==> src/rtl/fifo_ctrl_pkg.sv <==
// fifo_ctrl_pkg: shared state enum, skid depth and burst length clamp for the burst drain controller
package fifo_ctrl_pkg;
  typedef enum logic [2:0] {IDLE, ARM, BURST, FLUSH, DRAIN} state_e;
  localparam int SKID_DEPTH = 2;
  function automatic logic [31:0] clamp_len(input logic [31:0] len, input int unsigned max_burst);
    return (len == 32'd0) ? 32'd1 : (len > max_burst) ? 32'(max_burst) : len;
  endfunction
endpackage

==> src/rtl/fifo_rd_skid.sv <==
// fifo_rd_skid: 2-entry {last,data} buffer with bypass; push on read return, pop on valid&&ready; ports clk/reset, push side, stream side, count
module fifo_rd_skid import fifo_ctrl_pkg::*; #(
  parameter int W = 8
) (
  input  logic         clk,
  input  logic         reset,
  input  logic         push,
  input  logic         push_last,
  input  logic [W-1:0] push_data,
  input  logic         ready,
  output logic         valid,
  output logic         last,
  output logic [W-1:0] data,
  output logic [1:0]   count
);
  logic [W:0] e0_q, e0_d, e1_q, e1_d;
  logic [1:0] cnt_q, cnt_d;
  logic pop, pop_st, push_st, wp;
  always_comb begin
    valid = (cnt_q != 2'd0) || push;
    {last, data} = (cnt_q != 2'd0) ? e0_q : push ? {push_last, push_data} : '0;
    pop = valid && ready;
    pop_st = pop && (cnt_q != 2'd0);
    push_st = push && !(pop && cnt_q == 2'd0);
    wp = (cnt_q - {1'b0, pop_st}) != 2'd0;
    e0_d = (push_st && !wp) ? {push_last, push_data} : pop_st ? e1_q : e0_q;
    e1_d = (push_st && wp) ? {push_last, push_data} : e1_q;
    cnt_d = cnt_q + {1'b0, push_st} - {1'b0, pop_st};
  end
  always_ff @(posedge clk or posedge reset)
    if (reset) begin
      e0_q <= '0;
      e1_q <= '0;
      cnt_q <= '0;
    end else begin
      e0_q <= e0_d;
      e1_q <= e1_d;
      cnt_q <= cnt_d;
    end
  assign count = cnt_q;
endmodule

==> src/rtl/fifo_burst_drain_ctrl.sv <==
// fifo_burst_drain_ctrl: drains fixed-length bursts (or a flushed remainder) from a 1-cycle-latency FIFO onto a valid/ready stream with m_last
module fifo_burst_drain_ctrl import fifo_ctrl_pkg::*; #(
  parameter int pDATA_WIDTH = 8,
  parameter int pDEPTH      = 32,
  parameter int pMAX_BURST  = 16,
  parameter int pCNT_WIDTH  = 16
) (
  input  logic                   clk,
  input  logic                   reset,
  input  logic                   enable,
  input  logic                   flush,
  input  logic [pCNT_WIDTH-1:0]  burst_len,
  output logic [31:0]            fifo_full_threshold_value,
  input  logic                   fifo_full_threshold,
  input  logic                   fifo_empty,
  input  logic                   fifo_almost_empty,
  input  logic                   fifo_overflow,
  input  logic                   fifo_underflow,
  output logic                   fifo_ren,
  input  logic [pDATA_WIDTH-1:0] fifo_rdata,
  output logic [pDATA_WIDTH-1:0] m_data,
  output logic                   m_valid,
  output logic                   m_last,
  input  logic                   m_ready,
  output logic                   busy,
  output logic [pCNT_WIDTH-1:0]  burst_count,
  output logic                   error_flag,
  input  logic                   error_clear
);
  if (pMAX_BURST >= pDEPTH) begin : g_bad_cfg
    $error("pMAX_BURST must be below pDEPTH");
  end
  state_e state_q, state_d;
  logic [pCNT_WIDTH-1:0] rem_q, rem_d, burst_count_q, burst_count_d;
  logic inflight_q, inflight_last_q, flush_pend_q, flush_pend_d, error_q, error_d;
  logic [1:0] skid_count;
  logic pop, reading, last_rd, go_burst, go_flush;
  assign fifo_full_threshold_value = clamp_len(32'(burst_len), pMAX_BURST);
  always_comb begin
    pop = m_valid && m_ready;
    reading = (state_q == BURST) || (state_q == FLUSH);
    fifo_ren = reading && !fifo_empty && (3'(skid_count) + 3'(inflight_q) - 3'(pop) < 3'(SKID_DEPTH));
    last_rd = fifo_ren && (rem_q == pCNT_WIDTH'(1) || (state_q == FLUSH && fifo_almost_empty));
    go_burst = (state_q == ARM) && fifo_full_threshold && enable;
    go_flush = (state_q == ARM) && !go_burst && (flush || flush_pend_q) && !fifo_empty;
    state_d = (state_q == IDLE) ? (enable ? ARM : IDLE)
            : (state_q == ARM) ? (go_burst ? BURST : go_flush ? FLUSH : enable ? ARM : IDLE)
            : reading ? (last_rd ? DRAIN : state_q)
            : (state_q == DRAIN) ? ((pop && m_last) ? (enable ? ARM : IDLE) : DRAIN)
            : IDLE;
    rem_d = (go_burst || go_flush) ? fifo_full_threshold_value[pCNT_WIDTH-1:0]
          : fifo_ren ? rem_q - pCNT_WIDTH'(1) : rem_q;
    // a flush seen in ARM is consumed unless a threshold burst takes priority
    flush_pend_d = (state_q == ARM && !go_burst) ? 1'b0 : (flush_pend_q || flush);
    burst_count_d = burst_count_q + pCNT_WIDTH'(pop && m_last);
    error_d = fifo_overflow || fifo_underflow || (error_q && !error_clear);
  end
  always_ff @(posedge clk or posedge reset)
    if (reset) begin
      state_q <= IDLE;
      rem_q <= '0;
      inflight_q <= 1'b0;
      inflight_last_q <= 1'b0;
      flush_pend_q <= 1'b0;
      burst_count_q <= '0;
      error_q <= 1'b0;
    end else begin
      state_q <= state_d;
      rem_q <= rem_d;
      inflight_q <= fifo_ren;
      inflight_last_q <= last_rd;
      flush_pend_q <= flush_pend_d;
      burst_count_q <= burst_count_d;
      error_q <= error_d;
    end
  fifo_rd_skid #(.W(pDATA_WIDTH)) u_skid (
    .clk(clk),
    .reset(reset),
    .push(inflight_q),
    .push_last(inflight_last_q),
    .push_data(fifo_rdata),
    .ready(m_ready),
    .valid(m_valid),
    .last(m_last),
    .data(m_data),
    .count(skid_count)
  );
  assign busy = (state_q != IDLE) || m_valid;
  assign burst_count = burst_count_q;
  assign error_flag = error_q;
endmodule

==> config.mk <==
export PLATFORM = sky130hd
export DESIGN_NAME = fifo_burst_drain_ctrl
export DESIGN_NICKNAME = d
export VERILOG_FILES = /design/src/rtl/fifo_ctrl_pkg.sv /design/src/rtl/fifo_rd_skid.sv /design/src/rtl/fifo_burst_drain_ctrl.sv
export SDC_FILE = /design/constraint.sdc
export NUM_CORES = 1
export LEC_CHECK = 0
export ABC_AREA = 1
export CAP_MARGIN = 20
export CORE_UTILIZATION = 62
export DETAILED_ROUTE_END_ITERATION = 10
export DONT_BUFFER_PORTS = 1
export PLACE_DENSITY_LB_ADDON = 0.25
export SLEW_MARGIN = 40
export SYNTH_ARGS = -nofsm -noshare
export SYNTH_HDL_FRONTEND = slang
export SYNTH_SLANG_ARGS = --single-unit
export TNS_END_PERCENT = 100
==> constraint.sdc <==
create_clock -name clk -period 4.8 [get_ports clk]
set_input_delay 0.24 -clock clk [delete_from_list [all_inputs] [get_ports clk]]
set_output_delay 0.24 -clock clk [all_outputs]
set_load 0.02 [all_outputs]
==> out/qor.csv <==
stage;metric;value;unit
outcome;outcome;complete, no violations;
cts;Reg clk slew, reported paths;0.07;ns
sta;Hold Vio Cnt, Final;0;
yosys;register area share after synthesis;41.4;%
setup_path;Reg2Reg Capture Point;rem_q[1];
global_route;vias in the first global route;2670;
setup_path;kind of critical path;reg2out;
yosys;Yosys reg bits;59;
yosys;post-synth top area cell;dfrtp_1;
sta;slew margin rel.;54.0;%
final_layout;utilization after layout;68.3;%
sta;fin. max-slew vios;0;
floorplan;die area;6070;µm²
setup_path;Critical R2R Launch;inflight_q;
global_route;initial antenna violation count;0;
power;power density over the cells;602;nW/µm²
setup_path;R2R setup slack;1.95;ns
detailed_routing;Detail Route Antenna Nets;0;
sta;setup tns final;0;ns
detailed_routing;via count;2798;
power;Pleak;1.94;nW
yosys;count leader, synth;nand2_1;
power;Net Sw Frac;43.1;%
job;max cap viols;0;
cts;clock buffer depth;2;
setup_path;worst setup path startpoint;inflight_q;
yosys;prevailing post-synth register cell;dfrtp_1;
yosys;synth unique cells;38;
floorplan;die width;77.9;µm
cts;Post-CTS Setup Bufs;0;
floorplan;core box area;5540;µm²
setup_path;CP Capture Type;primary output;
sta;skew final;0.0142;ns
yosys;top cells by area, synth;dfrtp_1, nand2_1, nand3_1;
power;maximum resistive drop on vdd;0.000352;V
sta;Worst-Margin Slew;0.682;ns
yosys;Mean Syn Cell Area;7.79;µm²
global_route;global-route wire length before repair;11500;µm
power;NetSw;0.000982;W
setup_path;Critical Path RT;4.56;ns
global_route;GRT Total Usage;24.6;%
power;internal cell power;0.00130;W
cts;H-tree levels;3;
floorplan;Chip Height;77.9;µm
floorplan;row count;27;
final_layout;Area Growth Syn to Fin;6.06;%
sta;RSZ-0062 raised after global routing;false;
cts;Clock Latency Late Sink;0.35;ns
setup_path;Worst Reg2Reg Path Length in Cells;14;
yosys;FFs w/ async S/R, synth;100;%
detailed_routing;post-DR vias/cell;5.15;
global_route;total gr overflow;0;
detailed_routing;drt first pass iters;4;
yosys;Synth Warn #;0;
place;Detail Placement HPWL;4940;µm
detailed_routing;overall routed net length;6980;µm
cts;clk sinks;59;
cts;total CTS buffers;9;
global_route;largest net degree at the start of global routing;42;
setup_path;Worst Path Arrival;2.66;ns
floorplan;Starting Density;64.4;%
hold_path;hold endpoint;u_skid.e0_q[4];
setup_path;CP Launch Type;flip-flop;
hold_path;Worst Min Path Start;fifo_rdata[4];
floorplan;# IOs;96;
yosys;Netlist Area Pre-Place;3570;µm²
sta;fraction of the cycle the final worst path needs;60.4;%
sta;# setup viols final;0;
power;Design Power;0.00228;W
power;Sequential Power Share;36.8;%
sta;Peak Freq;345;MHz
yosys;top-area cell type share of the netlist area;41.4;%
detailed_routing;routed len/inst;12.9;µm
hold_path;Hold Crit Class;in2reg;
place;I/O Buffers;0;
hold_path;hold path cells;2;
cts;cell at the root of the clock tree;clkbuf_8;
place;DP Area;3510;µm²
sta;min cycle time layout;2.90;ns
cts;CTS tree;built;
yosys;Cells after Synth;458;
detailed_routing;DR DRC count;0;
power;Clk pwr share;25.1;%
power;Gate power share;38.0;%
cts;Post-CTS Resized;0;
yosys;EDFF count, synth;0;
setup_path;CP max FO;22;
final_layout;layout net count;508;
final_layout;share of layout cells above drive strength 1;8.07;%
place;Routability Congestion;0.833;
yosys;top cells by count, synth;nand2_1, inv_1, dfrtp_1;
final_layout;fin area;3790;µm²
detailed_routing;initial DRC count;152;
final_layout;ant diodes;0;
-- worst max-delay path: stages (launching register included) --
cell	delay, ns
dfrtp_1	0.56
inv_1	0.19
a21oi_1	0.22
inv_1	0.06
nor2_1	0.17
o21ai_0	0.13
fa_1	0.54
nand3_2	0.08
nor2_2	0.08
buf_4	0.28
-- placed cells by master, fill, tap and decap left out, types with 2 or more instances in the layout --
cell           Yosys  final
nand2_1           95     95
inv_1             65     64
dfrtp_1           59     59
nand3_1           49     49
nor2_1            48     48
conb_1             1     27
o21ai_0           25     25
xor2_1            16     16
o211ai_1           9      9
clkbuf_8           0      9
nand4_1            8      8
nor3_1             8      8
a21oi_1            6      6
ha_1               6      6
inv_2              4      5
nor2_2             3      3
xnor2_1            3      3
bufinv_16          0      3
dlygate4sd3_1      0      3
o21ai_4            2      2
inv_6              0      2
buf_4             28      2
-- power groups by stage --
stage                     Sequential (W)  Clock, W  Combinational (W)
after floorplan                 0.000807         0           0.000754
after global routing            0.000863  0.000598           0.000977
after detailed placement        0.000846         0           0.000854
after global placement          0.000841         0           0.000825
final                           0.000839  0.000572           0.000866
after CTS                       0.000838  0.000579           0.000870
-- cell families (layout without fill, tap and decap cells) --
kind of cell / after synthesis / after routing / share of synthesized area, %
other: 1 / 27 / 0.105
adders and majority gates: 7 / 7 / 2.66
AOI/OAI and AO/OA: 47 / 47 / 8.69
xor gates and xnor gates: 19 / 19 / 4.66
DFF: 59 / 59 / 41.4
and+or+nand+nor: 220 / 220 / 27.6
buffers and inverters: 105 / 92 / 14.9
-- routing by layer --
layer / global-route usage, % / share of wire (%)
met1: 28.4 / 44
met5: 0 / 0
met4: 9.62 / 1.4
met2: 42.7 / 50
met3: 7.18 / 5.2
-- worst max path at each step --
stage               depth (start not counted)       end  slack (ns)
floorplan                                  14  rem_q[3]        2.55
global placement                           14  rem_q[1]        2.01
detailed placement                         14  rem_q[1]        1.98
CTS                                         9  fifo_ren        1.89
global route                                9  fifo_ren        1.73
finish                                      9  fifo_ren        1.90
-- state kept, by name (all words and copies together) (netlist names) --
register / flops
u_skid.e1_q: 9
burst_count: 16
inflight_last_q: 1
flush_pend_q: 1
inflight_q: 1
u_skid.count: 2
u_skid.e0_q: 9
error_flag: 1
rem_q: 16
state_q: 3
-- metrics by stage --
step	hold slack (ns)	worst slack [ns]	instances
floorplan	0.346	2.55	484
global placement	0.128	2.01	524
detailed placement	0.130	1.98	524
CTS	0.0309	1.89	543
global route	0.0309	1.73	543
finish	0.0383	1.90	543
-- timing repair --
| action | CTS | global route |
|---|---|---|
| endpoints found under the setup margin | 0 | 0 |
| hold endpoints to repair | 19 | 0 |
| hold buffers | 3 | 0 |
-- area by class of cell --
type / instances / area [µm²]
Inverter: 71 / 269
Sequential cell: 59 / 1480
Clock inverter: 7 / 124
Tap cell: 72 / 90.1
Multi-Input combinational cell: 320 / 1660
Timing Repair Buffer: 5 / 45.0
Clock buffer: 9 / 124
Fill cell: 452 / 1750
Power figures use the tool's default switching activity.
